===== config.mk =====
export PLATFORM = sky130hd
export DESIGN_NAME = noc_bench_sequencer_flat
export DESIGN_NICKNAME = d
export VERILOG_FILES = /design/src/rtl/noc_bench_sequencer_pkg.sv /design/src/rtl/noc_bench_sequencer_if.sv /design/src/rtl/noc_bench_sequencer_rx_count_scanner.sv /design/src/rtl/noc_bench_sequencer.sv /design/src/flat_wrapper.sv
export SDC_FILE = /design/constraint.sdc
export NUM_CORES = 1
export LEC_CHECK = 0
export BUFFER_PORTS_ARGS = -buffer_cell sky130_fd_sc_hd__buf_4
export CAP_MARGIN = 0
export CORE_AREA = 2 2 218 220
export DETAILED_ROUTE_END_ITERATION = 7
export DIE_AREA = 0 0 220 222
export SKIP_CTS_REPAIR_TIMING = 1
export SLEW_MARGIN = 20
export SYNTH_ARGS = -nofsm -noshare
export SYNTH_HDL_FRONTEND = slang
export SYNTH_SLANG_ARGS = --single-unit

===== constraint.sdc =====
create_clock -name clk -period 5.3 [get_ports clk]
set_input_delay 0.53 -clock clk [delete_from_list [all_inputs] [get_ports clk]]
set_output_delay 0.53 -clock clk [all_outputs]
set_load 0.01 [all_outputs]

===== src/rtl/noc_bench_sequencer_pkg.sv =====
// Shared types and elaboration helpers for the NoC experiment run controller.
package noc_bench_pkg;

   localparam int CNT_W_DEF = 32;

   typedef enum logic [2:0] {
      S_IDLE,
      S_ARM,
      S_WAIT_LOW,
      S_INJECT,
      S_DRAIN,
      S_DONE
   } state_t;

   // Total packets expected across the mesh; callers truncate to their counter width.
   function automatic logic [63:0] calc_exp(input int x, input int y, input int num_packets);
      return longint'(x) * longint'(y) * longint'(num_packets);
   endfunction

endpackage


===== src/rtl/noc_bench_sequencer_if.sv =====
// Control/status bundle between the bench top level and the run controller.
interface noc_bench_sequencer_if #(
   parameter int X     = 3,
   parameter int Y     = 5,
   parameter int CNT_W = 32
);
   localparam int N = X * Y;

   logic               go;
   logic               gen_done;
   logic [CNT_W*N-1:0] receive_count;
   logic               start;
   logic [N-1:0]       enable_send;
   logic               busy;
   logic               finished;
   logic               timed_out;
   logic               over_rx;
   logic [CNT_W-1:0]   cycle_count;
   logic [CNT_W-1:0]   rx_total;

   modport master (
      output go, gen_done, receive_count,
      input  start, enable_send, busy, finished, timed_out, over_rx, cycle_count, rx_total
   );

   modport slave (
      input  go, gen_done, receive_count,
      output start, enable_send, busy, finished, timed_out, over_rx, cycle_count, rx_total
   );
endinterface


===== src/rtl/noc_bench_sequencer_rx_count_scanner.sv =====
// Serial adder over the per-PE receive counters: one PE per cycle, new rx_total every N cycles
// with a one-cycle snap_valid pulse alongside it; free-running, never stalls.
module rx_count_scanner #(
   parameter int N     = 15,
   parameter int CNT_W = 32
) (
   input  logic               clk,
   input  logic               rstn,
   input  logic [CNT_W*N-1:0] receive_count,
   output logic [CNT_W-1:0]   rx_total,
   output logic               snap_valid
);
   localparam int IDX_W = (N > 1) ? $clog2(N) : 1;
   localparam logic [IDX_W-1:0] LAST = IDX_W'(N - 1);

   logic [IDX_W-1:0] idx;
   logic [CNT_W-1:0] acc;
   logic [CNT_W-1:0] cur;

   always_comb begin
      cur = receive_count[int'(idx)*CNT_W +: CNT_W];
   end

   always_ff @(posedge clk) begin
      if (!rstn) begin
         idx        <= '0;
         acc        <= '0;
         rx_total   <= '0;
         snap_valid <= 1'b0;
      end else if (idx == LAST) begin
         rx_total   <= acc + cur;
         acc        <= '0;
         idx        <= '0;
         snap_valid <= 1'b1;
      end else begin
         acc        <= acc + cur;
         idx        <= idx + IDX_W'(1);
         snap_valid <= 1'b0;
      end
   end
endmodule


===== src/rtl/noc_bench_sequencer.sv =====
// Run controller for one NoC traffic experiment: arms generators, waits for done, drains, times the run.
// Optional STAGGER_START_EN ramps enable_send one PE per cycle instead of all at once.
module noc_bench_sequencer
   import noc_bench_pkg::*;
#(
   parameter int X             = 3,
   parameter int Y             = 5,
   parameter int NUM_PACKETS   = 1000,
   parameter int DRAIN_TIMEOUT = 100000,
   parameter int CNT_W         = CNT_W_DEF
) (
   input  logic                  clk,
   input  logic                  rstn,
   noc_bench_sequencer_if.slave  bus
);
   localparam int N = X * Y;
   localparam logic [63:0]      EXP_FULL = calc_exp(X, Y, NUM_PACKETS);
   localparam logic [CNT_W-1:0] EXP      = EXP_FULL[CNT_W-1:0];
   localparam int DW = $clog2(DRAIN_TIMEOUT + 1);
   localparam logic [DW-1:0] DRAIN_LAST = DW'(DRAIN_TIMEOUT - 1);

   state_t           state, state_nxt;
   logic [CNT_W-1:0] rx_total;
   logic             snap_valid;
   logic [DW-1:0]    drain_cnt;
   logic             start_q;
   logic [N-1:0]     en_q;
   logic             timed_q, over_q;
   logic [CNT_W-1:0] cyc_q;
   logic             busy, arm_entry, completion, timeout;

   rx_count_scanner #(.N(N), .CNT_W(CNT_W)) u_scan (
      .clk           (clk),
      .rstn          (rstn),
      .receive_count (bus.receive_count),
      .rx_total      (rx_total),
      .snap_valid    (snap_valid)
   );

   always_comb begin
      state_nxt  = state;
      completion = 1'b0;
      timeout    = 1'b0;
      case (state)
         S_IDLE, S_DONE: if (bus.go) state_nxt = S_ARM;
         S_ARM:          state_nxt = S_WAIT_LOW;
         S_WAIT_LOW:     if (!bus.gen_done) state_nxt = S_INJECT;
         S_INJECT:       if (bus.gen_done) state_nxt = S_DRAIN;
         S_DRAIN: begin
            // A fresh snapshot reaching the target beats a simultaneous timeout.
            completion = snap_valid && (rx_total >= EXP);
            timeout    = !completion && (drain_cnt == DRAIN_LAST);
            if (completion || timeout) state_nxt = S_DONE;
         end
         default:        state_nxt = S_IDLE;
      endcase
   end

   assign busy      = (state == S_ARM) || (state == S_WAIT_LOW) ||
                      (state == S_INJECT) || (state == S_DRAIN);
   assign arm_entry = ((state == S_IDLE) || (state == S_DONE)) && bus.go;

   always_ff @(posedge clk) begin
      if (!rstn) begin
         state     <= S_IDLE;
         drain_cnt <= '0;
         start_q   <= 1'b0;
         en_q      <= '0;
         timed_q   <= 1'b0;
         over_q    <= 1'b0;
         cyc_q     <= '0;
      end else begin
         state <= state_nxt;

         if (arm_entry) begin
            cyc_q     <= '0;
            timed_q   <= 1'b0;
            over_q    <= 1'b0;
            drain_cnt <= '0;
         end else if (busy && (cyc_q != {CNT_W{1'b1}})) begin
            cyc_q <= cyc_q + CNT_W'(1);
         end

         if (state == S_DRAIN) drain_cnt <= drain_cnt + DW'(1);
         if (timeout) timed_q <= 1'b1;
         if (completion && (rx_total > EXP)) over_q <= 1'b1;

         if (state == S_ARM) begin
            start_q <= 1'b1;
`ifdef STAGGER_START_EN
            en_q    <= N'(1);
`else
            en_q    <= '1;
`endif
         end else if (state_nxt == S_DONE && state == S_DRAIN) begin
            start_q <= 1'b0;
            en_q    <= '0;
         end
`ifdef STAGGER_START_EN
         else if (start_q) begin
            en_q <= (en_q << 1) | N'(1);
         end
`endif
      end
   end

   assign bus.start       = start_q;
   assign bus.enable_send = en_q;
   assign bus.busy        = busy;
   assign bus.finished    = (state == S_DONE);
   assign bus.timed_out   = timed_q;
   assign bus.over_rx     = over_q;
   assign bus.cycle_count = cyc_q;
   assign bus.rx_total    = rx_total;
endmodule


===== src/flat_wrapper.sv =====
// flat-port wrapper written by rule: the top's interface ports become plain ports
module noc_bench_sequencer_flat import noc_bench_pkg::*;
#(
   parameter int X             = 3,
   parameter int Y             = 5,
   parameter int NUM_PACKETS   = 1000,
   parameter int DRAIN_TIMEOUT = 100000,
   parameter int CNT_W         = CNT_W_DEF
)
  (clk, rstn, bus_go, bus_gen_done, bus_receive_count, bus_start, bus_enable_send, bus_busy, bus_finished, bus_timed_out, bus_over_rx, bus_cycle_count, bus_rx_total);
  noc_bench_sequencer_if #(.X(X), .Y(Y), .CNT_W(CNT_W)) bus_i ();
  input  logic clk;
  input  logic rstn;
  input wire logic [$bits(bus_i.go)-1:0] bus_go;
  input wire logic [$bits(bus_i.gen_done)-1:0] bus_gen_done;
  input wire logic [$bits(bus_i.receive_count)-1:0] bus_receive_count;
  output wire logic [$bits(bus_i.start)-1:0] bus_start;
  output wire logic [$bits(bus_i.enable_send)-1:0] bus_enable_send;
  output wire logic [$bits(bus_i.busy)-1:0] bus_busy;
  output wire logic [$bits(bus_i.finished)-1:0] bus_finished;
  output wire logic [$bits(bus_i.timed_out)-1:0] bus_timed_out;
  output wire logic [$bits(bus_i.over_rx)-1:0] bus_over_rx;
  output wire logic [$bits(bus_i.cycle_count)-1:0] bus_cycle_count;
  output wire logic [$bits(bus_i.rx_total)-1:0] bus_rx_total;
  assign bus_i.go = bus_go;
  assign bus_i.gen_done = bus_gen_done;
  assign bus_i.receive_count = bus_receive_count;
  assign bus_start = bus_i.start;
  assign bus_enable_send = bus_i.enable_send;
  assign bus_busy = bus_i.busy;
  assign bus_finished = bus_i.finished;
  assign bus_timed_out = bus_i.timed_out;
  assign bus_over_rx = bus_i.over_rx;
  assign bus_cycle_count = bus_i.cycle_count;
  assign bus_rx_total = bus_i.rx_total;
  noc_bench_sequencer #(.X(X), .Y(Y), .NUM_PACKETS(NUM_PACKETS), .DRAIN_TIMEOUT(DRAIN_TIMEOUT), .CNT_W(CNT_W)) u_core (.clk(clk), .rstn(rstn), .bus(bus_i));
endmodule

* Word-level counts from Yosys, hierarchy flattened
Cells that the tools add are included.
** Storage, ports and cells
- Memory bits (writable) :: 0
- Latch bits :: 0
- ROM bits :: 0
- Register bits :: 139
- Memories :: 0
** Cells by class
- Divide/modulo/power cells :: 0
- Equal/unequal tests :: 9
- Mux-type cells :: 17
- Reductions and logical operators :: 20
- Bitwise operators :: 1
- $add $sub $neg :: 4
- Shift operators :: 1
- $lt $le $gt $ge :: 2
- $mul :: 0
** Operators by type and width (count)
- $shiftx 480x10->32 :: 1
- $mux 17 :: 2
- $add 32x1->32 const B :: 1
- $add 32x32->32 :: 1
- $ge 32x14->1 const B :: 1
- $gt 32x14->1 const B :: 1
- $ne 32x32->1 const B :: 1
- $mux 15 :: 2
- $add 17x1->17 const B :: 1
- $eq 17x17->1 const B :: 1
- $pmux 3 s5 :: 1
- $mux 3 :: 4
- $eq 3x3->1 const B :: 3
- $mux 1 :: 8
- $reduce_bool 2->1 :: 4
- $eq 3x2->1 const B :: 2
- $logic_and 1x1->1 :: 6
- $reduce_or 2->1 :: 3
- $logic_or 1x1->1 :: 5
- $add 4x1->4 const B :: 1
- $eq 4x4->1 const B :: 1
- $eq 3x1->1 const B :: 1
- $logic_not 3->1 :: 1
- $logic_not 1->1 :: 1
- $not 1->1 :: 1

* Logic depth before layout (Yosys ltp)
- Word-level depth :: 11
- Mapped depth :: 17

* Cells and area by module
Synthesis repeated with hierarchy kept, for this count alone.
** Unflattened totals
- Cell total of the unflattened synthesis :: 1107
- Area, all modules :: 10680.2 um^2
** Modules (own cells, without submodules)
- rx_count_scanner :: area an instance 7482.2 um^2, seq. area each 1381.3 um^2, instances 1, cells each 719
- noc_bench_sequencer :: area an instance 3198.1 um^2, seq. area each 1101.1 um^2, instances 1, cells each 388

* Worst setup path before layout
OpenSTA, ideal clock, no wires.
- Path type :: register to register
- From :: reg u_core.u_scan.idx[0]
- To :: reg u_core.u_scan.rx_total[26]
- Slack :: 0.934 ns
- Period minus slack after synthesis :: 4.366 ns
- Required time :: 5.213 ns
- Stages on the path, launching flop included :: 14
- Library setup time :: 0.087 ns
- Arrival time :: 4.279 ns
- Path through :: dfxtp_1 > buf_2 > buf_2 > buf_1 > mux4_2 > mux4_2 > ha_1 > a21o_1 > a21o_1 > a2111oi_0 > nor3b_1 > o211ai_1 > a21boi_0 > o31ai_1
** On the way
- Cells in the longest elaborated chain, start to end :: 2
- Elaborated cells between the ends (all ways) :: 3
- Classes of those cells :: add/sub: 1; eq/ne: 1; shift: 1
** Ends and longest elaborated chain
- start, declared :: line noc_bench_sequencer_rx_count_scanner.sv:16 : logic [IDX_W-1:0] idx;
- start signal, assigned :: line noc_bench_sequencer_rx_count_scanner.sv:37 : idx <= idx + IDX_W'(1);
- $shiftx 480x10->32 :: line noc_bench_sequencer_rx_count_scanner.sv:21 : cur = receive_count[int'(idx)*CNT_W +: CNT_W];
- $add 32x32->32 :: line noc_bench_sequencer_rx_count_scanner.sv:31 : rx_total <= acc + cur;
- end signal, assigned :: line noc_bench_sequencer_rx_count_scanner.sv:31
- end, declared :: line noc_bench_sequencer_rx_count_scanner.sv:10 : output logic [CNT_W-1:0] rx_total,
Several ways; a longest one is shown, not always the timed one.
A chain may end at the register's enable or synchronous reset.

* Worst setup path in the final report
- From :: reg u_core.u_scan.idx[1]
- To :: reg u_core.u_scan.rx_total[26]
The elaborated chain is that of the path after synthesis.

==> results.json <==
{
  "syn_nets": 1603,
  "synth_area_leaders": "mux4_2, dfxtp_1, ha_1",
  "grt_pass1_vias": 11380,
  "final_util": 0.3424,
  "cp.arrival_ns": 5.05,
  "syn_avg_cell_area_um2": 9.605,
  "dp_hpwl_mm": 50.50,
  "worstSetupEndpointType": "register",
  "ys_warn_count": 0,
  "hold_viol": 0,
  "cts.root.buffer_cell": "clkbuf_16",
  "path_class": "reg -> reg",
  "tightest_slew_ns": 1.082,
  "drive_gt1_frac": 0.4709,
  "switchingPower_mw": 1.735,
  "synth-edff-count": 0,
  "synth_cell_types": 74,
  "seq_area_frac_synth": 0.2386,
  "clkPwrFrac": 0.255,
  "num_rows": 79,
  "via_count": 11540,
  "yosysTopAreaCellShare": 0.2750,
  "power_density_nw_per_um2": 287.4,
  "die_height_um": 222,
  "place.gp.congestion": 0.9954,
  "numCtsBuffers": 17,
  "drt-pass1-iter-count": 5,
  "maxSlewHeadroom": 0.2787,
  "clock_sinks": 124,
  "grt_max_degree": 62,
  "io_buffers": 567,
  "p_sw_frac": 0.3811,
  "design_power_total_mw": 4.553,
  "peakVddDrop_mv": 0.2141,
  "synth_ff_type": "dfxtp_1",
  "dp_cells": 2190,
  "hold_slack_ns": 0.4518,
  "cp_max_fo": 43,
  "synth_cells": 1083,
  "via_per_inst": 5.161,
  "chipWidth_um": 220,
  "ys_async_sr_fraction": 0,
  "max_freq_mhz": 212.7,
  "rsz0062_at_grt": "no",
  "clk_pin_slew_worst_paths_ns": 0.06,
  "drtIter0Drc": 1119,
  "antenna_found_initial": 23,
  "cp.required_ns": 5.64,
  "p_leak_nw": 6.680,
  "layout_common_cells": "buf_4, mux4_2, dfxtp_1, nand2_1, nor2_1",
  "cts_tree": "done",
  "syn2layout_area_growth_pct": 52.27,
  "internal-power_mw": 2.818,
  "grt_overflow_total": 0,
  "sequentialPowerShare": 0.247,
  "wl_per_cell_um": 26.17,
  "setup_violations": 0,
  "start_util": 0.2249,
  "drv_cap": 0,
  "wirelength_mm": 58.53,
  "drcViolationCount": 0,
  "cts_buffer_depth": 2,
  "mostFrequentLayoutCell": "buf_4",
  "htree_levels": 4,
  "setup_tns_ns": 0,
  "status": "complete, no violations",
  "final.period_utilization": 0.8873,
  "dieArea_um2": 48840,
  "power_frac_comb": 0.498,
  "nNetsFinal": 2122,
  "hold_path.class": "in -> reg",
  "io_pins": 568,
  "grt_pass1_wl_mm": 81.41,
  "syn_area_um2": 10400,
  "ys_seq_elements": 124,
  "yosysTopAreaCell": "mux4_2",
  "min_period_ns": 4.702,
  "layoutNonFillerInstCount": 2236,
  "grt_usage": 0.2345,
  "drv_slew": 0,
  "skew_ns": 0.01029,
  "antenna_left": 0,
  "clock_latency_ns": 0.43,
  "cp-start-kind": "register",
  "core_um2": 46260
}
kinds of logic after synthesis:
family	synth area share
AOI/OAI and AO/OA	0.1358
and+or+nand+nor	0.1831
buffers and inverters	0.04078
xor gates and xnor gates	0.04462
adders and majority gates	0.04402
DFF	0.2386
muxes	0.3131
critical path, cell delays in order, from the launching register on:
cell and delay [ns]:
dfxtp_4 0.80, buf_12 0.29, mux2i_1 0.40, o21ai_0 0.20, mux4_2 0.54, ha_1 0.41, a21o_1 0.21, o21a_1 0.18
a311oi_1 0.54, a211oi_2 0.22, o211ai_1 0.37, a21boi_0 0.19, o31ai_1 0.24
path summary, 6_finish.rpt:
kind / start / to / slack, ns / cells past startpoint
hold reg to reg: u_core.u_scan.rx_total[12] / u_core.u_scan.rx_total[12] / 0.46 / 2
hold / removal: rstn / u_core.bus.enable_send[13] / 0.45 / 2
setup reg to reg: u_core.u_scan.idx[1] / u_core.u_scan.rx_total[26] / 0.60 / 12
setup / recovery: u_core.u_scan.idx[1] / u_core.u_scan.rx_total[26] / 0.60 / 12
power by group through the flow:
stage | Sequential (mW) | Combinational, mW | Clock [mW]
after floorplan | 1.10 | 1.45 | 0
after global placement | 1.14 | 2.18 | 0
after detailed placement | 1.14 | 2.21 | 0
after CTS | 1.12 | 2.22 | 1.18
after global routing | 1.14 | 2.44 | 1.22
final | 1.13 | 2.27 | 1.16
registers in the layout, summed over array words and instances (netlist names), 3 cells and up:
register and flops:
u_core.bus.cycle_count 32, u_core.u_scan.idx 4, u_core.u_scan.acc 32, u_core.drain_cnt 17, u_core.u_scan.rx_total 32, u_core.state 3
layer usage:
metal | track usage | routed length [um] | vias to the layer above
met2 | 0.3904 | 28630 | 600
met3 | 0.05281 | 4426 | 61
met4 | 0.06950 | 1255 | 2
li1 | - | - | 5204
met1 | 0.3012 | 24200 | 5674
met5 | 0 | 13 | -
layout make-up:
type	instances	area, um^2
timing repair buffer	581	4412
inverter	15	56.30
clock inverter	7	87.58
clock buffer	24	491.7
tap	607	759.5
sequential	124	2492
multi-input combinational	863	7503
antenna	15	37.54
fill	4846	30420
cell usage after synthesis (3+ instances only):
cell      count
mux4_2      127
dfxtp_1     124
nand2_1     108
nor2_1      103
o21ai_0      77
a21oi_1      47
clkbuf_1     47
ha_1         35
mux2i_1      34
and3_1       28
xor2_1       28
nand3_1      26
xnor2_1      25
nand4_1      21
a21o_1       20
nor3_1       16
buf_4        15
buf_1        13
inv_1        13
o211ai_1     11
and2_1       10
and4_1        9
a211oi_1      8
nor2b_1       8
nor4_1        8
or3_1         8
nand2b_1      7
a211o_1       6
buf_2         6
o21ai_1       6
o31ai_1       6
a31oi_1       5
nor3b_1       5
o21a_1        5
or2_2         5
a21boi_0      4
mux2_2        4
or4_1         4
a21boi_1      3
a22oi_1       3
and3b_1       3
stage by stage:
stage	area (um^2)	setup slack [ns]
2_1_floorplan	10400	0.9340
3_3_place_gp	15220	0.7402
3_5_place_dp	15220	0.6651
4_1_cts	15800	0.6428
5_1_grt	15830	0.3108
6_report	15840	0.5976
Note: power is estimated with default switching activity, not from simulation.
